## src/rtl/iob_fifo_wptr_ctrl_pkg.sv

```systemverilog
// Shared pointer helpers for the async FIFO controllers (write and read side).
// Pointer width is ADDR_W+1; the extra MSB separates full from empty.
package iob_fifo_wptr_ctrl_pkg;

    localparam int MAX_PTR_W = 32;

    function automatic int ptr_width(input int addr_w);
        return addr_w + 1;
    endfunction

    function automatic logic [MAX_PTR_W-1:0] bin2gray(input logic [MAX_PTR_W-1:0] bin);
        return bin ^ (bin >> 1);
    endfunction

endpackage

```

## src/rtl/iob_fifo_wptr_ctrl_gray2bin.sv

```systemverilog
// Combinational Gray-to-binary converter: each binary bit is the XOR of all
// Gray bits at or above its position.
module iob_gray2bin #(
    parameter int DATA_W = 4
) (
    input  logic [DATA_W-1:0] gray,
    output logic [DATA_W-1:0] bin
);

    always_comb begin
        bin = '0;
        for (int i = 0; i < DATA_W; i++) begin
            bin[i] = ^(gray >> i);
        end
    end

endmodule

```

## src/rtl/iob_fifo_wptr_ctrl.sv

```systemverilog
// Write-side pointer controller of the async FIFO: binary/Gray write pointer,
// read-pointer synchroniser, registered full flag, fill level and sticky overflow.
module iob_fifo_wptr_ctrl
    import iob_fifo_wptr_ctrl_pkg::*;
#(
    parameter int ADDR_W      = 4,
    parameter int SYNC_STAGES = 2
) (
    input  logic              clk_i,
    input  logic              arst_n_i,
    input  logic              cke_i,
    input  logic              w_en_i,
    input  logic [ADDR_W:0]   r_gray_i,
    output logic [ADDR_W-1:0] w_addr_o,
    output logic              w_ack_o,
    output logic              w_full_o,
    output logic [ADDR_W:0]   w_level_o,
    output logic [ADDR_W:0]   w_gray_o,
    output logic              w_ovf_o
);

    localparam int PTR_W = ptr_width(ADDR_W);
    // Full when the write pointer equals the read pointer with its two Gray MSBs inverted.
    localparam logic [PTR_W-1:0] FULL_MASK = PTR_W'(3) << (PTR_W - 2);

    logic [PTR_W-1:0] w_bin;
    logic [PTR_W-1:0] bin_next;
    logic [PTR_W-1:0] gray_next;
    logic [PTR_W-1:0] sync_q [SYNC_STAGES];
    logic [PTR_W-1:0] r_gray_s;
    logic [PTR_W-1:0] r_bin_s;

    assign w_ack_o   = w_en_i & ~w_full_o & cke_i;
    assign bin_next  = w_bin + PTR_W'(w_ack_o);
    assign gray_next = PTR_W'(bin2gray(MAX_PTR_W'(bin_next)));
    assign w_addr_o  = w_bin[ADDR_W-1:0];
    assign r_gray_s  = sync_q[SYNC_STAGES-1];

    always_ff @(posedge clk_i or negedge arst_n_i) begin
        if (!arst_n_i) begin
            for (int i = 0; i < SYNC_STAGES; i++) begin
                sync_q[i] <= '0;
            end
        end else if (cke_i) begin
            sync_q[0] <= r_gray_i;
            for (int i = 1; i < SYNC_STAGES; i++) begin
                sync_q[i] <= sync_q[i-1];
            end
        end
    end

    iob_gray2bin #(
        .DATA_W(PTR_W)
    ) u_gray2bin (
        .gray(r_gray_s),
        .bin (r_bin_s)
    );

    // Full and level look ahead to bin_next/gray_next so a filling write blocks the next one.
    always_ff @(posedge clk_i or negedge arst_n_i) begin
        if (!arst_n_i) begin
            w_bin     <= '0;
            w_gray_o  <= '0;
            w_full_o  <= 1'b0;
            w_level_o <= '0;
            w_ovf_o   <= 1'b0;
        end else if (cke_i) begin
            w_bin     <= bin_next;
            w_gray_o  <= gray_next;
            w_full_o  <= (gray_next == (r_gray_s ^ FULL_MASK));
            w_level_o <= bin_next - r_bin_s;
            if (w_en_i && w_full_o) begin
                w_ovf_o <= 1'b1;
            end
        end
    end

endmodule

```

## config.mk

```make
export PLATFORM = sky130hd
export DESIGN_NAME = iob_fifo_wptr_ctrl
export DESIGN_NICKNAME = d
export VERILOG_FILES = /design/src/rtl/iob_fifo_wptr_ctrl_pkg.sv /design/src/rtl/iob_fifo_wptr_ctrl_gray2bin.sv /design/src/rtl/iob_fifo_wptr_ctrl.sv
export SDC_FILE = /design/constraint.sdc
export NUM_CORES = 1
export LEC_CHECK = 0
export CAP_MARGIN = 25
export CORE_MARGIN = 8
export CORE_UTILIZATION = 41
export DETAILED_ROUTE_END_ITERATION = 7
export GPL_TIMING_DRIVEN = 0
export PLACE_DENSITY_LB_ADDON = 0.08
export SLEW_MARGIN = 20
export SYNTH_ARGS = -nofsm -noshare
export SYNTH_HDL_FRONTEND = slang
export SYNTH_SLANG_ARGS = --single-unit
```

## constraint.sdc

```tcl
create_clock -name clk_i -period 2.76 [get_ports clk_i]
set_clock_uncertainty 0.05 [all_clocks]
set_input_delay 0.552 -clock clk_i [delete_from_list [all_inputs] [get_ports clk_i]]
set_output_delay 0.552 -clock clk_i [all_outputs]
set_load 0.02 [all_outputs]
```

=== Word level (Yosys, flattened, before mapping) ===
Index checks and enable logic that the tools add are counted.

* Flip-flop bits (word level): 27
* Input port bits: 9

* Add/sub/neg operators: 2
* Equal/unequal tests: 1
* Bitwise operators: 5
* Reduce and logical (&&, ||, !) cells: 7

{| class="wikitable"
|+ Operators with widths
! kind !! number
|-
| $reduce_xor 5->1 || 5
|-
| $add 5x1->5 || 1
|-
| $eq 5x5->1 || 1
|-
| $sub 5x5->5 || 1
|-
| $xor 5x4->5 || 1
|-
| $and 1x1->1 || 2
|-
| $not 2->2 || 1
|-
| $reduce_and 2->1 || 1
|-
| $logic_and 1x1->1 || 1
|-
| $not 1->1 || 1
|}

=== Longest topological paths before layout ===
Gate-level depths: netlist of the first run.

* Depth in word-level cells: 6
* Gate-level depth with buffers: 12

=== Hierarchy ===
Synthesis of the first run repeated with hierarchy kept, for this count alone.

* Cells, all modules: 122
* Area, all modules: 1450.1 µm²

{| class="wikitable"
|+ By module, submodules not included
! module !! instances !! cells each !! area an instance (µm²)
|-
| iob_fifo_wptr_ctrl || 1 || 117 || 1376.3
|-
| iob_gray2bin || 1 || 5 || 73.8
|}

=== Worst setup path before layout of the first run ===
Ideal clock, no wire load.

* Path type: in2reg
* From: input cke_i
* To: register w_level_o[4]
* Arrival: 3.084 ns
* Data required time: 2.628 ns
* Slack: -0.455 ns
* Cell stages on the path: 12
* Buffers on the path: 2
* Cells stage by stage: clkbuf_1 nand2_1 nor2_1 ha_1 ha_1 buf_4 xnor2_4 inv_1 ha_1 maj3_1 or3_1 a31oi_1

* Longest elaborated chain between the ends: 3

{| class="wikitable"
|+ Ends and longest elaborated chain
! what !! line !! source
|-
| from (decl) || iob_fifo_wptr_ctrl.sv:11 || <nowiki>input logic cke_i,</nowiki>
|-
| $and 1x1->1 || iob_fifo_wptr_ctrl.sv:33 || <nowiki>assign w_ack_o = w_en_i & ~w_full_o & cke_i;</nowiki>
|-
| via w_ack_o || iob_fifo_wptr_ctrl.sv:15 || <nowiki>output logic w_ack_o,</nowiki>
|-
| $add 5x1->5 || iob_fifo_wptr_ctrl.sv:34 || <nowiki>assign bin_next = w_bin + PTR_W'(w_ack_o);</nowiki>
|-
| via bin_next[2] || iob_fifo_wptr_ctrl.sv:27 || <nowiki>logic [PTR_W-1:0] bin_next;</nowiki>
|-
| $sub 5x5->5 || iob_fifo_wptr_ctrl.sv:71 || <nowiki>w_level_o <= bin_next - r_bin_s;</nowiki>
|-
| to (signal assigned) || iob_fifo_wptr_ctrl.sv:71 ||
|-
| to (decl) || iob_fifo_wptr_ctrl.sv:17 || <nowiki>output logic [ADDR_W:0] w_level_o,</nowiki>
|}

The timed path passes the listed nets, and every way through them passes these cells.
A chain may end at the register's enable or synchronous reset.

=== Worst setup path after layout of the first run ===
* From: input w_en_i
* To: register w_level_o[4]

* Longest elaborated chain between the ends: 4

{| class="wikitable"
|+ Ends and longest elaborated chain
! what !! line !! source
|-
| from (decl) || iob_fifo_wptr_ctrl.sv:12 || <nowiki>input logic w_en_i,</nowiki>
|-
| $and 1x1->1 (2 in series) || iob_fifo_wptr_ctrl.sv:33 ||
|-
| $add 5x1->5 || iob_fifo_wptr_ctrl.sv:34 ||
|-
| via bin_next[2] || iob_fifo_wptr_ctrl.sv:27 ||
|-
| $sub 5x5->5 || iob_fifo_wptr_ctrl.sv:71 ||
|}

The timed path passes the listed nets, and every way through them passes these cells.

==> flow_metrics.env, run 1 <==
export IMPL_status="finished, final reports clean"
export IMPL_maxCapViolCount=0
export IMPL_synth_area_leaders="dfrtp_1 (44%), mux2_2 (11%), xnor2_1 (11%)"
export IMPL_reg2reg_setup_slack_ns=0.21
export IMPL_slew_violations=0
export IMPL_grt_overflow=0
export IMPL_setup_ws_ns=0.0788
export IMPL_max_slew_margin_pct=62.0
export IMPL_timing_final_crit_share_pct=97.1
export IMPL_cp_end_kind="flop"
export IMPL_numCtsBuffers=3
export IMPL_diodes=0
export IMPL_multiInputGateArea_um2=793
export IMPL_area_growth_pct=27.9
export IMPL_p_per_area_mw_per_mm2=1180
export IMPL_yosys_register_bits=26
export IMPL_grt_pass1_wl_um=4810
export IMPL_dp_hpwl_um=2070
export IMPL_yosysSeqAreaShare_pct=43.8
export IMPL_synthCells=122
export IMPL_min_period_ns=2.68
export IMPL_cts_tree="done"
export IMPL_setup_viol=0
export IMPL_dieWidth_um=76.2
export IMPL_synthArstFlopShare_pct=100
export IMPL_cts_root_buf="clkbuf_4"
export IMPL_synth_common_cells="dfrtp_1 (26), xnor2_1 (18), mux2_2 (14), inv_1 (7), nor2_1 (7)"
export IMPL_io_pin_count=26
export IMPL_crit_arrival_ns=2.90
export IMPL_critPathKind="in2reg"
export IMPL_synth_most_common_cell="dfrtp_1"
export IMPL_synthDistinctLibCells=37
export IMPL_wl_per_cell_um=13.9
export IMPL_ir_drop_mv=0.377
export IMPL_crit_path_start_kind="input port"
export IMPL_rows=22
export IMPL_drcViolationCount=0
export IMPL_grt_use_total_pct=10.0
export IMPL_initial_utilization_pct=41.5
export IMPL_ys_flop_type="dfrtp_1"
export IMPL_drt_first_iter_violations=19
export IMPL_place_ws_ns=-0.673
export IMPL_h_tree_depth=1
export IMPL_cts_sinks=26
export IMPL_syn_nets=137
export IMPL_core_mm2=0.00358
export IMPL_viasPerCell=4.76
export IMPL_ant_nets=0
export IMPL_worstPathMaxFanout=6
export IMPL_worstSkewPairLatency_ns=0.33
export IMPL_nFillCells=318
export IMPL_drive_gt1_share_pct=24.2
export IMPL_layout_area_seq_um2=651
export IMPL_hp_class="in2async"
export IMPL_avgSynthCellArea_um2=12.2
export IMPL_yosys_area_top_type="dfrtp_1"
export IMPL_fin_setup_tns_ns=0
export IMPL_nNetsFinal=169
export IMPL_routed_wirelength_um=2800
export IMPL_synth_edff_count=0
export IMPL_ys_warn_count=0
export IMPL_cts_buffer_depth=2
export IMPL_grt_pass1_vias=1013
export IMPL_fmax_mhz=373
export IMPL_required_ns=2.97
export IMPL_grt_start_max_net_pins=27
export IMPL_hold_slack_ns=0.131
export IMPL_io_buffer_count=25
export IMPL_drt_pass1_iterations=4
export IMPL_hold_viol=0
export IMPL_die_h_um=76.2
export IMPL_cts_reportedPaths_clkPinSlew_ns=0.16
export IMPL_synthesis_area_mm2=0.00149
export IMPL_synth_top_area_share_pct=43.8
export IMPL_tightest_slew_ns=0.570
export IMPL_antenna_found_initial=0
export IMPL_dieArea_mm2=0.00581
export IMPL_p_leak_nw=0.806
export IMPL_rsz0062_at_grt="false"
export IMPL_dr_total_vias=956
export IMPL_gp_congestion=0.779
cell families after synthesis:
logic type      share of synthesized area (%)
xor+xnor                                 19.7
compound gates                           4.71
flops                                    43.8
buf+inv                                  4.88
simple gates                             7.07
fa+ha+maj                                6.23
mux                                      13.6
power breakdown:
group	leakage [nW]	switching [W]	internal, W
Combinational	0.469	0.000649	0.000719
Sequential	0.309	0.0000870	0.000513
Clock	0.0279	0.000123	0.000147
through the flow:
| step | util, % | power [W] | std cells | instance area, um^2 |
|---|---|---|---|---|
| CTS | 52.9 | 0.00228 | 201 | 1890 |
| finish | 53.1 | 0.00224 | 201 | 1900 |
| detailed placement | 51.1 | 0.00197 | 195 | 1830 |
| global route | 53.1 | 0.00240 | 201 | 1900 |
| floorplan | - | 0.00157 | 122 | 1520 |
| global placement | 51.2 | 0.00196 | 195 | 1830 |
sequential cells by signal, indices dropped and copies added (netlist names):
register / flops
w_gray_o: 5
r_gray_s: 5
w_bin: 4
w_full_o: 1
w_level_o: 5
sync_q: 5
w_ovf_o: 1
repair_timing:
item,CTS,global route
gates cloned,0,0
hold buffers,0,0
setup buffers,2,0
pin swaps,1,0
gates resized for setup,1,1
endpoints found under the setup margin,4,1
worst max-delay path: stages:
cell and delay [ns]:
clkdlybuf4s50_1 0.47, nand2_2 0.07, nor2_4 0.13, ha_4 0.15, ha_1 0.15, buf_6 0.14, xnor2_4 0.13, inv_1 0.06
ha_1 0.22, maj3_1 0.35, or3_1 0.31, a31oi_1 0.16
cell usage in the layout (no fill, tap or decap), types with 2 or more instances in the layout:
master and n:
xor2_1 4, mux2_2 14, nand2_1 3, buf_2 2, buf_6 3, inv_1 7, buf_4 2, buf_1 2
a21oi_1 3, xnor2_1 18, ha_1 4, mux2i_1 3, dfrtp_1 26, clkbuf_4 3, nor2_1 6, clkdlybuf4s50_1 23
nand4_1 2
final timing paths:
check / start / end / cells past startpoint
setup reg to reg: r_gray_s[4] / w_level_o[4] / 9
min in group clk_i: w_ovf_o / w_ovf_o / 1
setup / recovery: w_en_i / w_level_o[4] / 12
hold / removal: arst_n_i / w_gray_o[3] / 1
max in group asynchronous: arst_n_i / sync_q[6] / 1
hold reg to reg: w_ovf_o / w_ovf_o / 1
routing by layer:
layer | wire [um] | vias to the layer above | track usage (%) | part of all wire (%)
met5 | 0 | - | 0 | 0
met2 | 1370 | 17 | 17.0 | 49
met1 | 1270 | 464 | 12.0 | 45
li1 | - | 470 | - | -
met3 | 117 | 5 | 2.36 | 4.2
met4 | 37 | 0 | 3.46 | 1.3
final cells by class:
| cell class | instances | share of cell area, % |
|---|---|---|
| Multi-Input combinational cell | 82 | 41.7 |
| Buffer | 7 | 3.16 |
| Clock buffer | 3 | 1.18 |
| Inverter | 7 | 1.38 |
| Timing Repair Buffer | 27 | 13.6 |
| Tap cell | 48 | 3.16 |
| Sequential cell | 26 | 34.2 |
| Clock inverter | 1 | 1.58 |
Note: power is estimated with default switching activity, not from simulation.
==> run 2, diff against run 1 <==
--- a/config.mk
+++ b/config.mk
@@ -6,7 +6,7 @@
 export NUM_CORES = 1
 export LEC_CHECK = 0
 export CAP_MARGIN = 25
-export CORE_MARGIN = 8
+export CORE_MARGIN = 3
 export CORE_UTILIZATION = 41
 export DETAILED_ROUTE_END_ITERATION = 7
 export GPL_TIMING_DRIVEN = 0
==> flow_metrics.env, run 2 (synthesized netlist as in run 1, its figures left out) <==
export IMPL_final_common_cell="dfrtp_1"
export IMPL_grt_pass1_vias=972
export IMPL_io_buffer_count=25
export IMPL_hp_class="in2async"
export IMPL_cts_sinks=26
export IMPL_maxCapViolCount=0
export IMPL_diodes=0
export IMPL_h_tree_depth=1
export IMPL_drt_pass1_iterations=2
export IMPL_routed_wirelength_um=2670
export IMPL_antenna_found_initial=0
export IMPL_tightest_slew_ns=0.597
export IMPL_min_period_ns=2.69
export IMPL_worstSkewPairLatency_ns=0.32
export IMPL_timing_final_crit_share_pct=97.6
export IMPL_place_ws_ns=-0.680
export IMPL_crit_path_start_kind="input port"
export IMPL_ir_drop_mv=0.364
export IMPL_critPathKind="in2reg"
export IMPL_setup_ws_ns=0.0666
export IMPL_dp_cells=193
export IMPL_final_util_pct=55.6
export IMPL_p_leak_nw=0.803
export IMPL_cts_reportedPaths_clkPinSlew_ns=0.14
export IMPL_ant_nets=0
export IMPL_drcViolationCount=0
export IMPL_max_slew_margin_pct=60.2
export IMPL_cts_tree="done"
export IMPL_wl_per_cell_um=13.4
export IMPL_nNetsFinal=169
export IMPL_rows=21
export IMPL_crit_arrival_ns=2.86
export IMPL_dieArea_mm2=0.00438
export IMPL_slew_violations=0
export IMPL_layout_common_cells="dfrtp_1 (26), clkdlybuf4s50_1 (23), xnor2_1 (18)"
export IMPL_hold_viol=0
export IMPL_cts_root_buf="clkbuf_4"
export IMPL_cp_end_kind="flop"
export IMPL_placement_cell_area_mm2=0.00183
export IMPL_required_ns=2.93
export IMPL_initial_utilization_pct=43.5
export IMPL_gp_congestion=0.885
export IMPL_dieWidth_um=66.2
export IMPL_drt_first_iter_violations=55
export IMPL_grt_start_max_net_pins=27
export IMPL_grt_use_total_pct=14.0
export IMPL_area_growth_pct=27.7
export IMPL_cts_buffer_depth=2
export IMPL_viasPerCell=4.83
export IMPL_multiInputGateArea_um2=805
export IMPL_status="finished, final reports clean"
export IMPL_setup_viol=0
export IMPL_worstPathMaxFanout=6
export IMPL_fin_cells=199
export IMPL_final_area_mm2=0.00190
export IMPL_layout_area_seq_um2=651
export IMPL_io_pin_count=26
export IMPL_numCtsBuffers=3
export IMPL_fmax_mhz=371
export IMPL_die_h_um=66.2
export IMPL_nFillCells=303
export IMPL_grt_pass1_wl_um=4620
export IMPL_drive_gt1_share_pct=27.5
export IMPL_core_mm2=0.00342
export IMPL_grt_overflow=0
export IMPL_dr_total_vias=962
export IMPL_p_per_area_mw_per_mm2=1160
export IMPL_dp_hpwl_um=1870
[run 2: worst max-delay path: stages]
cell and delay [ns]:
clkdlybuf4s50_1 0.47, nand2_2 0.07, nor2_4 0.11, ha_4 0.15, ha_2 0.17, buf_6 0.14, xnor2_4 0.14, inv_1 0.07
ha_2 0.30, a221oi_2 0.29, xnor2_1 0.13, mux2_4 0.27
[run 2: power by group]
group	internal (W)	switching (W)	leakage (nW)
logic	0.000738	0.000663	0.473
registers	0.000513	0.0000920	0.309
clock network	0.0000807	0.000113	0.0210
total	0.00133	0.000868	0.803
[run 2: worst paths after layout]
kind	startpoint	endpoint	slack, ns	cells after the start
max reg2reg	r_gray_s[3]	w_level_o[4]	0.30	8
max	w_en_i	w_level_o[3]	0.07	12
min	arst_n_i	w_level_o[1]	0.16	1
min in group clk_i	w_ovf_o	w_ovf_o	0.45	1
min reg2reg	w_ovf_o	w_ovf_o	0.45	1
max in group asynchronous	arst_n_i	r_gray_s[4]	2.11	1
[run 2: timing repair]
item | 4_1_cts | 5_1_grt
endpoints found under the hold margin | 0 | 0
resized for setup | 1 | 5
buffers inserted | 2 | 1
setup endpoints to repair | 4 | 2
hold buffers | 0 | 0
pin swaps | 1 | 2
[run 2: routing by layer]
layer / part of all wire, % / global-route usage, % / vias to the layer above
li1: - / - / 469
met1: 47 / 19.3 / 470
met2: 48 / 21.4 / 17
met3: 3.1 / 2.55 / 6
met4: 1.6 / 5.58 / 0
met5: 0 / 0 / -
[run 2: metrics by stage]
stage                     hold slack, ns  TNS, ns  power, W
after global placement             0.413    -2.11   0.00195
after global routing               0.178  -0.0330   0.00236
after floorplan                    0.206        0   0.00157
after CTS                          0.160        0   0.00219
final                              0.157        0   0.00220
after detailed placement           0.423    -2.26   0.00196
[run 2: area by class of cell]
class / instances / area share, %
plain buffers: 6 / 2.97
clock buffers: 4 / 1.91
inverters: 7 / 1.38
multi-input cells: 82 / 42.4
flip-flops and latches: 26 / 34.3
well taps: 46 / 3.03
repair buffers: 28 / 14.0
==> run 3, diff against run 2 <==
--- a/config.mk
+++ b/config.mk
@@ -14,4 +14,5 @@
 export SLEW_MARGIN = 20
 export SYNTH_ARGS = -nofsm -noshare
 export SYNTH_HDL_FRONTEND = slang
+export SYNTH_HIERARCHICAL = 1
 export SYNTH_SLANG_ARGS = --single-unit
==> flow_metrics.env, run 3 <==
export IMPL_worstPathMaxFanout=7
export IMPL_status="finished, final reports clean"
export IMPL_p_per_area_mw_per_mm2=1170
export IMPL_io_buffer_count=24
export IMPL_synth_common_cells="dfrtp_1 (26), mux2_2 (14), xnor2_1 (12), xor2_1 (11), a21oi_1 (7)"
export IMPL_grt_use_total_pct=14.6
export IMPL_numCtsBuffers=3
export IMPL_wl_per_cell_um=13.4
export IMPL_p_leak_nw=0.793
export IMPL_ant_nets=0
export IMPL_crit_path_start_kind="input port"
export IMPL_yosysSeqAreaShare_pct=44.9
export IMPL_core_mm2=0.00320
export IMPL_synth_most_common_cell="dfrtp_1"
export IMPL_rows=20
export IMPL_combPwrFrac_pct=60.5
export IMPL_synthDistinctLibCells=32
export IMPL_hp_class="in2async"
export IMPL_nNetsFinal=167
export IMPL_synth_top_area_share_pct=44.9
export IMPL_placement_cell_area_mm2=0.00183
export IMPL_h_tree_depth=1
export IMPL_pwr_share_clk_pct=11.7
export IMPL_max_slew_margin_pct=60.4
export IMPL_tightest_slew_ns=0.595
export IMPL_maxCapViolCount=0
export IMPL_cts_hold_buf=0
export IMPL_hold_viol=0
export IMPL_timing_final_crit_share_pct=96.7
export IMPL_p_sw_share_pct=38.4
export IMPL_cp_end_kind="flop"
export IMPL_cts_root_buf="clkbuf_4"
export IMPL_setup_viol=0
export IMPL_diodes=0
export IMPL_antenna_found_initial=0
export IMPL_p_seq_share_pct=27.8
export IMPL_grt_start_max_net_pins=27
export IMPL_crit_arrival_ns=2.84
export IMPL_drcViolationCount=0
export IMPL_slew_violations=0
export IMPL_cts_tree="done"
export IMPL_required_ns=2.93
export IMPL_synthArstFlopShare_pct=100
export IMPL_synth_area_mux_share_pct=11.6
export IMPL_cts_sinks=26
export IMPL_synth_adder_area_share_pct=6.38
export IMPL_synthCells=122
export IMPL_final_common_cell="dfrtp_1"
export IMPL_cts_buffer_depth=2
export IMPL_min_period_ns=2.67
export IMPL_hold_slack_ns=0.147
export IMPL_initial_utilization_pct=45.3
export IMPL_gp_congestion=0.747
export IMPL_dr_total_vias=961
export IMPL_fmax_mhz=375
export IMPL_synth_area_leaders="dfrtp_1 (45%), mux2_2 (11%), xnor2_1 (7.2%)"
export IMPL_critPathKind="in2reg"
export IMPL_fin_setup_tns_ns=0
export IMPL_syn_nets=137
export IMPL_worstSkewPairLatency_ns=0.32
export IMPL_dieWidth_um=65.5
export IMPL_area_growth_pct=30.5
export IMPL_dp_hpwl_um=1980
export IMPL_drt_pass1_iterations=3
export IMPL_ir_drop_mv=0.480
export IMPL_nFillCells=282
export IMPL_synthesis_area_mm2=0.00145
export IMPL_yosys_area_share_simple_pct=5.44
export IMPL_final_util_pct=59.1
export IMPL_rsz0062_at_grt="false"
export IMPL_avgSynthCellArea_um2=11.9
export IMPL_die_h_um=65.5
export IMPL_finalPower_w=0.00222
export IMPL_routed_wirelength_um=2620
export IMPL_grt_pass1_vias=1021
export IMPL_cts_reportedPaths_clkPinSlew_ns=0.14
export IMPL_drive_gt1_share_pct=25.8
export IMPL_dieArea_mm2=0.00429
export IMPL_io_pin_count=26
export IMPL_yosys_register_bits=26
export IMPL_synth_edff_count=0
export IMPL_p_int_w=0.00137
export IMPL_switchingPower_w=0.000855
export IMPL_synth_xor_xnor_area_share_pct=18.4
export IMPL_grt_overflow=0
export IMPL_ys_flop_type="dfrtp_1"
export IMPL_yosys_area_top_type="dfrtp_1"
export IMPL_synth_top_family_by_area="XOR/XNOR gates"
export IMPL_grt_pass1_wl_um=4850
export IMPL_layout_common_cells="dfrtp_1 (25), clkdlybuf4s50_1 (23), mux2_2 (14)"
export IMPL_ys_warn_count=6
export IMPL_final_area_mm2=0.00189
export IMPL_synth_compound_area_share_pct=8.20
export IMPL_drt_first_iter_violations=54
export IMPL_viasPerCell=4.93
run 3: kinds of logic after synthesis:
group | after synthesis
xor+xnor | 26
compound gates | 17
buf+inv | 14
simple gates | 17
fa+ha+maj | 7
mux | 15
flops | 26
run 3: timing repair:
action,4_1_cts,5_1_grt
buffers inserted,1,0
hold endpoints to repair,0,0
endpoints found under the setup margin,1,1
pin swaps,1,0
gates resized for setup,0,1
run 3: layout make-up:
class	count	area, um^2	area share, %
clock buffer	3	22.5	1.19
tap	44	55.1	2.91
buffer	8	72.6	3.83
sequential	26	652	34.4
timing repair buffer	25	243	12.8
multi-input combinational	82	796	42.0
inverter	6	22.5	1.19
clock inverter	1	30.0	1.59
run 3: per-stage QoR:
step | setup WS (ns) | std cells
detailed placement | -0.391 | 190
global route | 0.0162 | 195
global placement | -0.333 | 190
finish | 0.0922 | 195
floorplan | -0.0431 | 122
CTS | 0.0911 | 195
run 3: worst paths after layout:
| kind | startpoint | end | slack (ns) | depth (start not counted) |
|---|---|---|---|---|
| max reg2reg | r_gray_s[3] | w_level_o[4] | 0.15 | 9 |
| max in group asynchronous | arst_n_i | r_gray_s[3] | 2.11 | 1 |
| min | arst_n_i | w_ovf_o | 0.15 | 1 |
| min reg2reg | w_ovf_o | w_ovf_o | 0.44 | 1 |
| min in group clk_i | w_ovf_o | w_ovf_o | 0.44 | 1 |
| max | w_en_i | w_level_o[4] | 0.09 | 12 |
run 3: power groups by stage:
stage,sequential (W),combinational (W),clock (W)
3_5_place_dp,0.000626,0.00133,0
3_3_place_gp,0.000618,0.00131,0
6_report,0.000617,0.00135,0.000261
4_1_cts,0.000617,0.00136,0.000270
2_1_floorplan,0.000749,0.000809,0
5_1_grt,0.000641,0.00148,0.000294
run 3: critical path, stage by stage:
cell	delay, ns
clkdlybuf4s50_1	0.53
nand2_4	0.07
nor2_4	0.13
ha_4	0.18
ha_4	0.13
buf_6	0.13
xor2_4	0.08
ha_4	0.28
a21oi_2	0.05
maj3_2	0.30
xnor2_1	0.13
mux2_2	0.26
run 3: routing by layer:
metal / vias up / GRT usage (%) / wire (um) / share of wire (%)
li1: 473 / - / - / -
met1: 470 / 19.4 / 1240 / 47
met2: 16 / 24.5 / 1270 / 49
met3: 2 / 3.93 / 92 / 3.5
met4: 0 / 1.55 / 15 / 0.57
met5: - / 0 / 0 / 0
